==> src/rtl/multiway_traffic_controller.sv <==
// N-way round-robin signal controller; outputs registered, 1-cycle req-to-pend latency, no backpressure.
// Optional emergency preemption (preempt/preempt_way ports) is enabled by defining TLC_PREEMPT_EN.
module multiway_traffic_controller #(
  parameter int N_WAYS     = 4,
  parameter int GREEN_MIN  = 8,
  parameter int YELLOW_CYC = 3,
  parameter int ALLRED_CYC = 2,
  localparam int WAY_W     = $clog2(N_WAYS)
) (
  input  logic              clk,
  input  logic              reset_n,
  input  logic [N_WAYS-1:0] req,
`ifdef TLC_PREEMPT_EN
  input  logic              preempt,
  input  logic [WAY_W-1:0]  preempt_way,
`endif
  output logic [N_WAYS-1:0] red,
  output logic [N_WAYS-1:0] yellow,
  output logic [N_WAYS-1:0] green,
  output logic [1:0]        state,
  output logic [WAY_W-1:0]  way
);

  localparam int MAX_CYC = (GREEN_MIN > YELLOW_CYC)
                         ? ((GREEN_MIN > ALLRED_CYC) ? GREEN_MIN : ALLRED_CYC)
                         : ((YELLOW_CYC > ALLRED_CYC) ? YELLOW_CYC : ALLRED_CYC);
  localparam int TW = $clog2(MAX_CYC) + 1;

  typedef enum logic [1:0] {
    ST_GREEN  = 2'd0,
    ST_YELLOW = 2'd1,
    ST_ALLRED = 2'd2
  } phase_e;

  phase_e             state_q, state_d;
  logic [WAY_W-1:0]   way_q, way_d;
  logic [TW-1:0]      timer_q, timer_d;
  logic [N_WAYS-1:0]  pend_q, pend_d;
  logic [N_WAYS-1:0]  red_q, red_d;
  logic [N_WAYS-1:0]  yellow_q, yellow_d;
  logic [N_WAYS-1:0]  green_q, green_d;
  logic [WAY_W-1:0]   nxt_way;
  logic [WAY_W-1:0]   idx_w;
  logic               found;
  logic               pre_vld;

  always_comb begin
    state_d  = state_q;
    way_d    = way_q;
    timer_d  = timer_q;
    pend_d   = pend_q;
    nxt_way  = WAY_W'((int'(way_q) + 1) % N_WAYS);
    idx_w    = '0;
    found    = 1'b0;
    pre_vld  = 1'b0;
    red_d    = '0;
    yellow_d = '0;
    green_d  = '0;

`ifdef TLC_PREEMPT_EN
    pre_vld = preempt && (int'(preempt_way) < N_WAYS);
`endif

    // Timer saturates at zero; zero means the current phase has expired.
    if (timer_q != '0) timer_d = timer_q - 1'b1;

    for (int i = 0; i < N_WAYS; i++) begin
      if (req[i] && !(state_q == ST_GREEN && way_q == WAY_W'(i))) pend_d[i] = 1'b1;
    end

    // Cyclic search starting just after the last-served way; smallest distance wins.
    for (int k = 1; k <= N_WAYS; k++) begin
      idx_w = WAY_W'((int'(way_q) + k) % N_WAYS);
      if (!found && pend_q[idx_w]) begin
        nxt_way = idx_w;
        found   = 1'b1;
      end
    end

`ifdef TLC_PREEMPT_EN
    if (pre_vld) nxt_way = preempt_way;
`endif

    case (state_q)
      ST_GREEN: begin
        if (pre_vld && nxt_way != way_q) begin
          state_d = ST_YELLOW;
          timer_d = TW'(YELLOW_CYC - 1);
        end else if (pre_vld) begin
          timer_d = '0;
        end else if (timer_q == '0 && |pend_q) begin
          state_d = ST_YELLOW;
          timer_d = TW'(YELLOW_CYC - 1);
        end
      end
      ST_YELLOW: begin
        if (timer_q == '0) begin
          state_d = ST_ALLRED;
          timer_d = TW'(ALLRED_CYC - 1);
        end
      end
      default: begin
        if (timer_q == '0) begin
          state_d         = ST_GREEN;
          way_d           = nxt_way;
          timer_d         = TW'(GREEN_MIN - 1);
          pend_d[nxt_way] = 1'b0;
        end
      end
    endcase

    for (int i = 0; i < N_WAYS; i++) begin
      if (way_d == WAY_W'(i)) begin
        red_d[i]    = (state_d == ST_ALLRED);
        yellow_d[i] = (state_d == ST_YELLOW);
        green_d[i]  = (state_d == ST_GREEN);
      end else begin
        red_d[i] = 1'b1;
      end
    end
  end

  always_ff @(posedge clk or negedge reset_n) begin
    if (!reset_n) begin
      state_q  <= ST_ALLRED;
      way_q    <= WAY_W'(N_WAYS - 1);
      timer_q  <= TW'(ALLRED_CYC - 1);
      pend_q   <= '0;
      red_q    <= '1;
      yellow_q <= '0;
      green_q  <= '0;
    end else begin
      state_q  <= state_d;
      way_q    <= way_d;
      timer_q  <= timer_d;
      pend_q   <= pend_d;
      red_q    <= red_d;
      yellow_q <= yellow_d;
      green_q  <= green_d;
    end
  end

  assign red    = red_q;
  assign yellow = yellow_q;
  assign green  = green_q;
  assign state  = state_q;
  assign way    = way_q;

endmodule
==> config.mk <==
export PLATFORM = sky130hd
export DESIGN_NAME = multiway_traffic_controller
export DESIGN_NICKNAME = d
export VERILOG_FILES = /design/src/rtl/multiway_traffic_controller.sv
export SDC_FILE = /design/constraint.sdc
export NUM_CORES = 1
export LEC_CHECK = 0
export CAP_MARGIN = 20
export CORE_MARGIN = 5
export CORE_UTILIZATION = 52
export DETAILED_ROUTE_END_ITERATION = 10
export DONT_BUFFER_PORTS = 1
export HOLD_SLACK_MARGIN = 0.15
export MAX_ROUTING_LAYER = met4
export PLACE_DENSITY = 0.67
export SLEW_MARGIN = 25
export SYNTH_ARGS = -nofsm -noshare
export SYNTH_HDL_FRONTEND = slang
export SYNTH_SLANG_ARGS = --single-unit
==> constraint.sdc <==
create_clock -name clk -period 5.3 [get_ports clk]
set_clock_uncertainty 0.15 [all_clocks]
set_input_delay 1.59 -clock clk [delete_from_list [all_inputs] [get_ports clk]]
set_output_delay 1.59 -clock clk [all_outputs]
set_load 0.05 [all_outputs]
## After elaboration in Yosys (flattened, before gate mapping)

Index checks and enable logic that the tools add are counted.

- Register bits: 24
- Bits of input ports: 6
- Output and inout bits: 16
- Logic and storage cells: 102

- Add/sub/neg operators: 5
- $lt $le $gt $ge: 6
- Equal/unequal tests: 9
- Mux-type cells: 45
- Bitwise gates (word level): 2
- Reductions and logical operators: 28

Operators by type and width:

| kind | number |
|---|---|
| 2-to-1 mux 1 bit | 24 |
| 2-to-1 mux 4 bit | 6 |
| 2-to-1 mux 2 bit | 8 |
| less-than comparator 2 x 3 -> 1 bit (second input constant) | 5 |
| logical AND 1 bit | 13 |
| == test 2 bit (second input constant) | 5 |
| binary-select mux 1 bit (select 2 bit) | 4 |
| == test 2 x 1 -> 1 bit (second input constant) | 4 |
| zero test 2 bit | 4 |
| one-hot mux 4 bit (2 select lines) | 1 |
| zero test 1 bit | 7 |
| adder 2 x 1 -> 2 bit (second input constant) | 2 |
| adder 2 bit (second input constant) | 2 |
| bitwise AND 4 bit | 1 |
| zero test 4 bit | 1 |
| inverter 4 bit | 1 |
| one-hot mux 2 bit (2 select lines) | 1 |
| nonzero test 4 bit | 1 |
| OR reduction 4 bit | 1 |
| subtractor 4 x 1 -> 4 bit (second input constant) | 1 |
| demux 1 bit (select 2 bit) | 1 |
| greater-or-equal comparator 2 x 1 -> 1 bit (second input constant) | 1 |
| OR reduction 2 bit | 1 |

## Depth between registers and ports, before layout

Gate-level depths: netlist (run 1).

- Word-level depth: 21
- Depth in mapped cells: 10
- Gate-level depth less buffers: 8

## Worst setup path after synthesis (run 1)

Ideal clock, no wire load.

- Kind: flip-flop to flip-flop
- From: register way_q[0] (netlist: way[0])
- To: register yellow_q[3] (netlist: yellow[3])
- Setup time: 0.086 ns
- Data arrival time: 2.781 ns
- Required time: 5.064 ns
- Path slack: 2.282 ns
- Cell stages (with the launch flop): 10
- Buffers on the path: 2
- Clock period less this slack: 3.018 ns
- Path through: dfstp_2 > buf_2 > inv_1 > ha_1 > buf_2 > mux2_2 > o22ai_1 > o21ai_1 > or3b_2 > nor3_1

- Word-level cells in the longest chain between the ends: 17
- Elaborated cells on any way between the ends: 28
- Classes of those cells: add/sub: 4; eq/ne: 1; mux: 17; reduce/logical: 6

Ends and longest elaborated chain:

| what | RTL line | source |
|---|---|---|
| start: declaration | 36 | `logic [WAY_W-1:0] way_q, way_d;` |
| start signal: assignment | 126 | `way_q <= WAY_W'(N_WAYS - 1);` |
| start signal: assignment | 134 | `way_q <= way_d;` |
| adder 2 x 1 -> 2 bit | 52, 73 |  |
| binary-select mux 1 bit (select 2 bit) | 74 | `if (!found && pend_q[idx_w]) begin` |
| 2-to-1 mux 1 bit (not written as such) | 74 |  |
| 2-to-1 mux 1 bit | 74 |  |
| zero test 1 bit | 74 |  |
| logical AND 1 bit | 74 |  |
| 2-to-1 mux 1 bit | 74 |  |
| zero test 1 bit | 74 |  |
| [... 2 more ...] | -- |  |
| zero test 1 bit | 74 |  |
| logical AND 1 bit | 74 |  |
| 2-to-1 mux 2 bit | 74 |  |
| 2-to-1 mux 2 bit | 103 | `if (timer_q == '0) begin` |
| 2-to-1 mux 2 bit (*) | 84 | `case (state_q)` |
| == test 2 bit (*) | 113 | `if (way_d == WAY_W'(i)) begin` |
| 2-to-1 mux 1 bit (*) | 113 |  |
| via yellow_d[3] | 40 | `logic [N_WAYS-1:0] yellow_q, yellow_d;` |
| end signal: assignment | 138 | `yellow_q <= yellow_d;` |
| end: declaration | 40 |  |

Mark *: on every way through the listed nets, which the timed path passes. The rest lies on a longest branch. The select of a mux whose other input is x is not followed.

## Final worst setup path (run 1)

Ends and elaborated chain as after synthesis.

==> results of run 1 <==
state kept, by name, indices dropped and copies added (netlist names):
signal   cells
green        4
pend_q       4
red          4
timer_q      4
yellow       4
state        2
way          2
power by group:
part / total (W) / internal [W] / switching [W] / leakage [nW]
Combinational: 0.000350 / 0.000156 / 0.000194 / 0.289
Clock: 0.000132 / 0.0000764 / 0.0000552 / 0.0279
Sequential: 0.000538 / 0.000275 / 0.000262 / 0.277
Total: 0.00102 / 0.000508 / 0.000512 / 0.593
cells in the mapped netlist (all sizes together), types with 3 or more instances:
cell type	count
a21o	4
a21oi	16
buf	6
clkbuf	3
dfrtp	16
dfstp	8
ha	6
inv	5
mux2	5
mux2i	4
nand2	11
nand3	4
nand3b	3
nor2	11
nor3	7
o21ai	7
final timing paths:
path                       depth (start not counted)         end  slack, ns
max                                                7   yellow[3]       1.96
min                                                1  timer_q[3]       0.41
max reg2reg                                        7   yellow[3]       1.96
min reg2reg                                        1  timer_q[3]       0.41
max in group asynchronous                          0      way[1]       4.03
min in group asynchronous                          0   yellow[1]       0.80
per-layer routing:
metal / GRT usage [%] / vias to the layer above
li1: - / 511
met1: 23.1 / 533
met2: 27.4 / 17
met3: 4.75 / 2
met4: 5.45 / 0
met5: - / -
final cells by class:
type	instances	area [sq um]
tap	30	37.5
clock inverter	1	30.0
clock buffer	3	22.5
multi-input combinational	106	724
sequential	24	611
inverter	5	18.8
fill	231	1080
cell families after synthesis:
family / Yosys count / share of synthesized area [%]
and+or+nand+nor: 48 / 17.3
AOI/OAI and AO/OA: 41 / 18.7
DFF: 24 / 43.6
buffers and inverters: 14 / 4.73
muxes: 11 / 10.4
adders and majority gates: 6 / 5.36
through the flow:
stage	cell area, sq um	setup WS, ns	hold slack [ns]	total power (W)	cells
6_report	1440	1.96	0.412	0.00102	169
5_1_grt	1440	1.81	0.443	0.00110	169
4_1_cts	1440	1.96	0.419	0.00103	169
3_5_place_dp	1390	2.01	0.387	0.000890	165
3_3_place_gp	1390	2.08	0.362	0.000879	165
2_1_floorplan	1400	2.28	0.347	0.000820	144
==> results.txt, run 1 <==
----------------------------------------------------
[Clock network]
  CTS tree ... built
  Post-cts hold buffer count ... 0
  Post-CTS resize count ... 0
  H-tree levels ... 1
  Clock transition time at the flip-flop clock pins of the worst setup and hold paths ... 0.13 ns
  Post-CTS setup buffer count ... 0
  Maximum clock insertion buffer count ... 2
  Total number of clock tree sinks ... 24
  Clock root cell ... sky130_fd_sc_hd__clkbuf_4
  Num CTS Buffers ... 3
  Insertion delay of the later-clocked pin in the worst-skew pair ... 0.31 ns

[STA]
  Crit share post-route ... 63.0%
  Unrepaired setup endpoints after global routing ... no
  Tmin final ... 3.34 ns
  Endpoints failing hold ... 0
  Final total negative setup slack ... 0 ns
  Max Transition Viols Final ... 0
  Timing-limited maximum frequency ... 300 MHz
  Count of endpoints failing setup in the final report ... 0
  Actual transition at the worst max-transition pin ... 0.706 ns
  Worst slew margin ... 52.6%

[Synth]
  Seq cells post-synth ... 24
  Leading area contributor after synthesis ... sky130_fd_sc_hd__dfrtp_1
  Cell count after synthesis ... 144
  Share of synthesized flip-flops with an asynchronous set or reset ... 100%
  Synthesized area divided by synthesized cell count ... 9.73 sq um
  Count of cell types in the netlist ... 42
  Most used DFF post-synth ... sky130_fd_sc_hd__dfrtp_1
  Proportion of synthesized chip area in sequential cells ... 43.6%
  Post-synthesis net count ... 156
  Post-synthesis instance area ... 0.00140 sq mm
  Number of warnings issued by yosys ... 0
  Fraction of post-synthesis cell area in the top cell type by area ... 28.6%
  Number of enable-type register cells in the synthesized netlist ... 0
  Cell types with the largest area share after synthesis ... sky130_fd_sc_hd__dfrtp_1 (29%), sky130_fd_sc_hd__dfstp_2 (15%), sky130_fd_sc_hd__a21oi_1 (5.7%), sky130_fd_sc_hd__ha_1 (5.4%), sky130_fd_sc_hd__mux2_2 (3.2%)

[Detailed routing]
  Wire length on met2 ... 1450 microns
  Initial DRT Pass Iterations ... 4
  Length of routed wiring on met1 ... 1310 microns
  Total via count in the routed design ... 1063
  Violation count after the first detailed-routing iteration ... 42
  Routed wl met3 ... 144 microns
  Vias per Instance ... 6.29
  Post-detailed-routing wire length ... 2920 microns
  Per-cell routed wire length ... 17.3 microns
  # DRC ... 0
  Max layer used ... met4
  Antenna violation net count after detailed routing ... 0

[Setup path]
  Crit path kind ... register to register
  Arrival time worst endpoint ... 3.41 ns
  Worst-path fanout max ... 12
  Worst endpoint required time ... 5.38 ns
  Startpoint types ... register
  Startpoint of the lowest-slack register-to-register path ... way[0]
  Slowest cell on crit path ... sky130_fd_sc_hd__dfstp_2
  Worst Setup End Kind ... register
  Worst path bufs/invs ... 1
  Worst setup path start ... way[0]
  CP top delay family ... flip-flops
  Worst path cell trace ... inv_1 > ha_1 > mux2_2 > o22ai_1 > o21ai_1 > or3b_2 > nor3_1
  Delay of the slowest cell on the worst path ... 0.86 ns

[Global routing]
  Wire length of the first global-routing pass ... 4770 microns
  Pin count of the biggest net entering global routing ... 25
  Total global-route track usage ... 17.8%
  Antenna violations before repair ... 0
  Remaining global-route overflow ... 0
  Via count of the first global-routing pass ... 1016

[Floorplanning]
  Starting Density ... 55.6%
  Placement row count ... 18
  Height of the die ... 61.9 microns
  Die outline area ... 0.00383 sq mm
  Width of the chip ... 61.9 microns
  Number of top-level pins ... 22
  Core region area ... 0.00252 sq mm

[Worst hold path]
  Worst min path class ... register to register
  Hold wc startpoint ... timer_q[3]

[Placed design]
  Routability cong. ... 0.836
  I/O Buffers ... 0
  Estimated wirelength of the detail-placed design ... 2130 microns

[Final layout]
  Fraction of layout cells with a size suffix above 1 ... 15.8%
  Final Core Density ... 57.2%
  Layout Area Growth over Synthesis ... 3.04%
  Number of antenna repair diodes ... 0
  Count of nets after finishing ... 152
  Commonest cells after routing, fill and taps aside ... sky130_fd_sc_hd__a21oi_1 (16), sky130_fd_sc_hd__dfrtp_1 (16), sky130_fd_sc_hd__nand2_1 (11), sky130_fd_sc_hd__nor2_1 (11), sky130_fd_sc_hd__dfstp_2 (8)

[Power]
  Power per standard cell area ... 706 mW/mm^2
  Leak ... 0.593 nW
  VDD IR-drop max ... 472 uV

[Outcome]
  Result of the run ... completed

[Run]
  Max-capacitance violation count ... 0

----------------------------------------------------
No activity file was read; power rests on OpenSTA's default activity.
==> inputs of run 2 (changes only) <==
- PLACE_DENSITY: 0.67 -> 0.7
- clock period: 5.3 -> 2.77 ns (I/O delays scaled with it)
==> run 2 against run 1 <==
Register-to-register slack lost 1.8 ns. Critical endpoint unchanged. Via count up 2.9%. Count of clock-buffer cells in the layout unchanged.
==> results.txt, run 2 (synthesized netlist as in run 1, its figures left out) <==
----------------------------------------------------
[Power]
  Switching part of the total power ... 49.7% (was 50.2%)
  Power per standard cell area ... 1340 mW/mm^2 (was 706 mW/mm^2)
  Power spent charging and discharging nets ... 0.00102 W (was 0.000512 W)
  Clock Power Share ... 12.4% (was 12.9%)
  VDD IR-drop max ... 1150 uV (was 472 uV)
  Internal cell power ... 0.00103 W (was 0.000508 W)
  Relative contribution of sequential cells to total power ... 45.3% (was 52.7%)
  Combinational share of power ... 42.3% (was 34.3%)
  Leak ... 0.630 nW (was 0.593 nW)

[Setup path]
  Worst endpoint required time ... 2.85 ns (was 5.38 ns)
  Worst path bufs/invs ... 2 (was 1)
  Startpoint of the lowest-slack register-to-register path ... way[0] (unchanged)
  Worst-path fanout max ... 12 (unchanged)
  Delay of the slowest cell on the worst path ... 0.62 ns (was 0.86 ns)
  Slowest cell on crit path ... sky130_fd_sc_hd__dfstp_2 (unchanged)
  Endpoint of the most critical register-to-register path ... yellow[3] (unchanged)
  Flop2flop setup slack ... 0.17 ns (was 1.96 ns)
  Startpoint types ... register (unchanged)
  Worst Setup End Kind ... register (unchanged)
  Worst path cell trace ... inv_1 > ha_4 > nor2b_1 > a2111oi_1 > o31a_1 > nor3_1 > buf_4 > nor3_1 (was inv_1 > ha_1 > mux2_2 > o22ai_1 > o21ai_1 > or3b_2 > nor3_1)
  Arrival time worst endpoint ... 2.68 ns (was 3.41 ns)
  Cell depth of the worst flop-to-flop path ... 8 (was 7)
  Cell mode on critical path ... sky130_fd_sc_hd__nor3_1
  Crit path kind ... register to register (unchanged)
  CP top delay family ... compound AO/OA/AOI/OAI gates (was flip-flops)

[Run]
  Max-capacitance violation count ... 0 (unchanged)

[Final layout]
  Most common cell after layout, fill and taps aside ... sky130_fd_sc_hd__dfrtp_1
  Layout Area Growth over Synthesis ... 8.66% (was 3.04%)
  Number of antenna repair diodes ... 0 (unchanged)
  Fraction of layout cells with a size suffix above 1 ... 22.1% (was 15.8%)
  Count of nets after finishing ... 158 (was 152)
  FILL cells ... 207 (was 231)
  Number of standard cells in the final layout excluding fillers ... 175 (was 169)
  Commonest cells after routing, fill and taps aside ... sky130_fd_sc_hd__dfrtp_1 (16), sky130_fd_sc_hd__a21oi_1 (15), sky130_fd_sc_hd__nand2_1 (11), sky130_fd_sc_hd__nor2_1 (11), sky130_fd_sc_hd__dfstp_2 (8) (was sky130_fd_sc_hd__a21oi_1 (16), sky130_fd_sc_hd__dfrtp_1 (16), sky130_fd_sc_hd__nand2_1 (11), sky130_fd_sc_hd__nor2_1 (11), sky130_fd_sc_hd__dfstp_2 (8))

[Global routing]
  Antenna violations before repair ... 0 (unchanged)
  Pin count of the biggest net entering global routing ... 17 (was 25)
  Remaining global-route overflow ... 0 (unchanged)
  Total global-route track usage ... 19.2% (was 17.8%)
  Via count of the first global-routing pass ... 1111 (was 1016)
  Wire length of the first global-routing pass ... 5180 microns (was 4770 microns)

[STA]
  Max Transition Viols Final ... 0 (unchanged)
  Actual transition at the worst max-transition pin ... 0.758 ns (was 0.706 ns)
  Endpoints failing hold ... 0 (unchanged)
  Crit share post-route ... 93.8% (was 63.0%)
  Count of endpoints failing setup in the final report ... 0 (unchanged)
  Setup WS post-layout ... 0.173 ns (was 1.96 ns)
  Tmin final ... 2.60 ns (was 3.34 ns)
  Unrepaired setup endpoints after global routing ... no (unchanged)
  Worst slew margin ... 49.3% (was 52.6%)
  Final total negative setup slack ... 0 ns (unchanged)
  WHS ... 0.185 ns (was 0.412 ns)
  Timing-limited maximum frequency ... 385 MHz (was 300 MHz)

[Worst hold path]
  Worst min path class ... input port to asynchronous set/reset pin (was register to register)

[Floorplanning]
  Number of top-level pins ... 22 (unchanged)
  Width of the chip ... 61.9 microns (unchanged)
  Core region area ... 0.00252 sq mm (unchanged)
  Die outline area ... 0.00383 sq mm (unchanged)
  Placement row count ... 18 (unchanged)
  Height of the die ... 61.9 microns (unchanged)
  Starting Density ... 55.6% (unchanged)

[Outcome]
  Result of the run ... completed (unchanged)

[Placed design]
  Post-Place Worst Slack ... 0.134 ns (was 2.01 ns)
  Estimated wirelength of the detail-placed design ... 2260 microns (was 2130 microns)
  Cell Count Post-Placement ... 170 (was 165)
  I/O Buffers ... 0 (unchanged)
  Routability cong. ... 0.914 (was 0.836)

[Detailed routing]
  Violation count after the first detailed-routing iteration ... 65 (was 42)
  Total via count in the routed design ... 1094 (was 1063)
  Antenna violation net count after detailed routing ... 0 (unchanged)
  Per-cell routed wire length ... 17.8 microns (was 17.3 microns)
  # DRC ... 0 (unchanged)
  Initial DRT Pass Iterations ... 4 (unchanged)
  Post-detailed-routing wire length ... 3120 microns (was 2920 microns)
  Vias per Instance ... 6.25 (was 6.29)

[Clock network]
  Total number of clock tree sinks ... 24 (unchanged)
  Maximum clock insertion buffer count ... 2 (unchanged)
  H-tree levels ... 1 (unchanged)
  CTS tree ... built (unchanged)
  Clock transition time at the flip-flop clock pins of the worst setup and hold paths ... 0.14 ns (was 0.13 ns)
  Num CTS Buffers ... 3 (unchanged)
  Post-CTS setup buffer count ... 0 (unchanged)
  Insertion delay of the later-clocked pin in the worst-skew pair ... 0.31 ns (about the same)
  Clock root cell ... sky130_fd_sc_hd__clkbuf_4 (unchanged)

----------------------------------------------------
-- run 2: cell count changes in the layout (fill, tap and decap cells not counted), sizes merged --
cell / delta
buf: +5
dlygate4sd3: +1
-- run 2: cell type report --
cell class	count	area [sq um]	area share, %
clock buffers	3	22.5	1.48
clock inverters	1	30.0	1.97
inverters	5	18.8	1.23
multi-input cells	106	756	49.6
flip-flops and latches	24	611	40.1
well taps	30	37.5	2.47
repair buffers	6	47.5	3.12
-- run 2: power by group through the flow --
stage / Clock, W / Combinational, W / Sequential [W]
5_1_grt: 0.000276 / 0.000963 / 0.000953
3_5_place_dp: 0 / 0.000853 / 0.000938
4_1_cts: 0.000258 / 0.000862 / 0.000931
3_3_place_gp: 0 / 0.000828 / 0.000932
6_report: 0.000254 / 0.000865 / 0.000927
2_1_floorplan: 0 / 0.000692 / 0.000934
-- run 2: stage by stage --
step           util (%)  total power (W)  instance area (sq um)
2_1_floorplan         -          0.00163                   1440
3_3_place_gp       57.7          0.00176                   1460
3_5_place_dp       57.7          0.00179                   1460
4_1_cts            60.2          0.00205                   1520
5_1_grt            60.4          0.00219                   1520
6_report           60.4          0.00205                   1520
-- run 2: worst max-delay path by stage --
| stage | startpoint | to | slack [ns] | depth (start not counted) |
|---|---|---|---|---|
| detailed placement | way[0] | red[0] | 0.13 | 7 |
| finish | way[0] | yellow[3] | 0.17 | 8 |
| CTS | way[0] | red[0] | 0.11 | 7 |
| global route | way[0] | red[0] | 0.001 | 7 |
| floorplan | way[0] | yellow[3] | 0.02 | 9 |
| global placement | way[0] | yellow[1] | 0.22 | 7 |
-- run 2: repair_timing --
item | CTS | global route
endpoints found under the hold margin | 16 | 0
setup endpoints to repair | 0 | 10
hold buffers | 1 | 0
resized for setup | 0 | 2
-- run 2: layer usage --
| layer | part of all wire [%] | GRT usage (%) | routed length (microns) | up-vias |
|---|---|---|---|---|
| li1 | - | - | - | 525 |
| met1 | 45 | 25.0 | 1390 | 543 |
| met2 | 50 | 29.6 | 1550 | 22 |
| met3 | 4.4 | 2.89 | 138 | 4 |
| met4 | 1.1 | 8.18 | 34 | 0 |
| met5 | 0 | - | 0 | - |
==> inputs of run 3 (changes only) <==
==> constraint.sdc (replaced) <==
create_clock -name clk -period 2.77 [get_ports clk]
set_clock_uncertainty 0.15 [all_clocks]
set_input_delay 0.277 -clock clk [delete_from_list [all_inputs] [get_ports clk]]
set_output_delay 0.277 -clock clk [all_outputs]
set_load 0.05 [all_outputs]
==> run 3 against run 2 <==
Sequential share of layout area decreased by 1.2 points. Die area did not move. Flip-flop and latch count is the same. Via count is 1.9% higher. First-iteration DRC count shrank 1.5%. Core utilization is 1.8 points higher. Setup slack got worse by 0.0026 ns.
==> results.txt, run 3 (synthesized netlist as in run 1, its figures left out) <==
----------------------------------------------------
[Setup path]
  Worst Setup End Kind ... register (unchanged)
  Startpoint types ... register (unchanged)
  Worst endpoint required time ... 2.86 ns (was 2.85 ns)
  Crit path kind ... register to register (unchanged)
  Arrival time worst endpoint ... 2.69 ns (was 2.68 ns)
  Worst-path fanout max ... 12 (unchanged)

[Final layout]
  Layout Area Growth over Synthesis ... 11.9% (was 8.66%)
  Count of nets after finishing ... 163 (was 158)
  Fraction of layout cells with a size suffix above 1 ... 22.0% (was 22.1%)
  Number of antenna repair diodes ... 0 (unchanged)
  Commonest cells after routing, fill and taps aside ... sky130_fd_sc_hd__dfrtp_1 (16), sky130_fd_sc_hd__a21oi_1 (15), sky130_fd_sc_hd__nand2_1 (11), sky130_fd_sc_hd__nor2_1 (11), sky130_fd_sc_hd__dfstp_2 (8) (unchanged)
  Most common cell after layout, fill and taps aside ... sky130_fd_sc_hd__dfrtp_1 (unchanged)
  Number of standard cells in the final layout excluding fillers ... 180 (was 175)

[Detailed routing]
  # DRC ... 0 (unchanged)
  Per-cell routed wire length ... 17.1 microns (was 17.8 microns)
  Wire length on met2 ... 1510 microns (was 1550 microns)
  Max layer used ... met4 (unchanged)
  Post-detailed-routing wire length ... 3070 microns (was 3120 microns)
  Total via count in the routed design ... 1115 (was 1094)
  Length of routed wiring on met1 ... 1370 microns (was 1390 microns)
  Violation count after the first detailed-routing iteration ... 64 (was 65)
  Routed wl met3 ... 142 microns (was 138 microns)
  Antenna violation net count after detailed routing ... 0 (unchanged)
  Vias per Instance ... 6.19 (was 6.25)
  Initial DRT Pass Iterations ... 4 (unchanged)

[Floorplanning]
  Placement row count ... 18 (unchanged)
  Core region area ... 0.00252 sq mm (unchanged)
  Number of top-level pins ... 22 (unchanged)
  Height of the die ... 61.9 microns (unchanged)
  Starting Density ... 55.6% (unchanged)
  Width of the chip ... 61.9 microns (unchanged)
  Die outline area ... 0.00383 sq mm (unchanged)

[Global routing]
  Antenna violations before repair ... 0 (unchanged)
  Total global-route track usage ... 18.8% (was 19.2%)
  Pin count of the biggest net entering global routing ... 25 (was 17)
  Via count of the first global-routing pass ... 1126 (was 1111)
  Remaining global-route overflow ... 0 (unchanged)
  Wire length of the first global-routing pass ... 5110 microns (was 5180 microns)

[STA]
  Unrepaired setup endpoints after global routing ... no (unchanged)
  Crit share post-route ... 93.8% (about the same)
  Worst slew margin ... 56.4% (was 49.3%)
  Max Transition Viols Final ... 0 (unchanged)
  Actual transition at the worst max-transition pin ... 0.654 ns (was 0.758 ns)
  Count of endpoints failing setup in the final report ... 0 (unchanged)
  Timing-limited maximum frequency ... 385 MHz (about the same)
  Tmin final ... 2.60 ns (about the same)
  Final total negative setup slack ... 0 ns (unchanged)
  Endpoints failing hold ... 0 (unchanged)

[Placed design]
  Routability cong. ... 0.914 (unchanged)
  Estimated wirelength of the detail-placed design ... 2260 microns (unchanged)
  Cell Count Post-Placement ... 170 (unchanged)
  I/O Buffers ... 0 (unchanged)

[Power]
  Leak ... 0.651 nW (was 0.630 nW)
  Power per standard cell area ... 1310 mW/mm^2 (was 1340 mW/mm^2)
  VDD IR-drop max ... 1140 uV (was 1150 uV)

[Clock network]
  Maximum clock insertion buffer count ... 2 (unchanged)
  H-tree levels ... 1 (unchanged)
  Post-CTS setup buffer count ... 0 (unchanged)
  Total number of clock tree sinks ... 24 (unchanged)
  Insertion delay of the later-clocked pin in the worst-skew pair ... 0.31 ns (about the same)
  Clock root cell ... sky130_fd_sc_hd__clkbuf_4 (unchanged)
  CTS tree ... built (unchanged)
  Num CTS Buffers ... 3 (unchanged)
  Clock transition time at the flip-flop clock pins of the worst setup and hold paths ... 0.13 ns (was 0.14 ns)

[Outcome]
  Result of the run ... completed (unchanged)

[Worst hold path]
  Worst min path class ... input port to asynchronous set/reset pin (unchanged)

[Run]
  Max-capacitance violation count ... 0 (unchanged)

----------------------------------------------------
==> run 3: area by class of cell <==
class	instances	area, sq um
Timing Repair Buffer	11	92.6
Fill cell	202	955
Multi-Input combinational cell	106	756
Clock inverter	1	30.0
Clock buffer	3	22.5
Inverter	5	18.8
Sequential cell	24	611
Tap cell	30	37.5
==> run 3: timing repair <==
action / CTS / global route
resized for setup: 0 / 2
hold buffers: 5 / 1
endpoints found under the setup margin: 0 / 10
endpoints found under the hold margin: 28 / 16
==> run 3: report_power, final <==
group / total (W) / internal [W] / switching, W
sequential: 0.000927 / 0.000524 / 0.000404
clock: 0.000251 / 0.000146 / 0.000105
combinational: 0.000872 / 0.000364 / 0.000508
total: 0.00205 / 0.00103 / 0.00102
==> run 3: metal layers <==
layer / vias to the layer above / global-route usage (%)
met3: 6 / 2.89
met2: 22 / 28.8
met5: - / -
met1: 551 / 24.6
met4: 0 / 8.18
li1: 536 / -
==> run 3: critical path: stages (launching register included) <==
cell                      delay (ns)
sky130_fd_sc_hd__dfstp_2        0.62
sky130_fd_sc_hd__inv_1          0.13
sky130_fd_sc_hd__ha_4           0.37
sky130_fd_sc_hd__mux2i_1        0.10
sky130_fd_sc_hd__and3_1         0.22
sky130_fd_sc_hd__o31a_1         0.33
sky130_fd_sc_hd__or3_4          0.42
sky130_fd_sc_hd__a21oi_1        0.18
==> run 3: path summary, 6_finish.rpt <==
| kind | startpoint | end | slack (ns) | cells after the start |
|---|---|---|---|---|
| max | way[0] | yellow[0] | 0.17 | 7 |
| max reg2reg | way[0] | yellow[0] | 0.17 | 7 |
| min reg2reg | timer_q[3] | timer_q[3] | 0.41 | 1 |
| min in group clk | timer_q[3] | timer_q[3] | 0.41 | 1 |
| max in group asynchronous | reset_n | way[0] | 1.79 | 2 |
| min | reset_n | timer_q[2] | 0.31 | 2 |
==> run 3: metrics by stage <==
| step | utilization [%] | cell area [sq um] | total power (W) | setup WS, ns | hold slack, ns |
|---|---|---|---|---|---|
| 2_1_floorplan | - | 1440 | 0.00163 | 0.0217 | -0.169 |
| 3_3_place_gp | 57.7 | 1460 | 0.00176 | 0.217 | -0.168 |
| 3_5_place_dp | 57.7 | 1460 | 0.00179 | 0.134 | -0.168 |
| 4_1_cts | 61.8 | 1560 | 0.00206 | 0.111 | 0.409 |
| 5_1_grt | 62.2 | 1570 | 0.00220 | 0.00121 | 0.353 |
| 6_report | 62.2 | 1570 | 0.00205 | 0.170 | 0.312 |
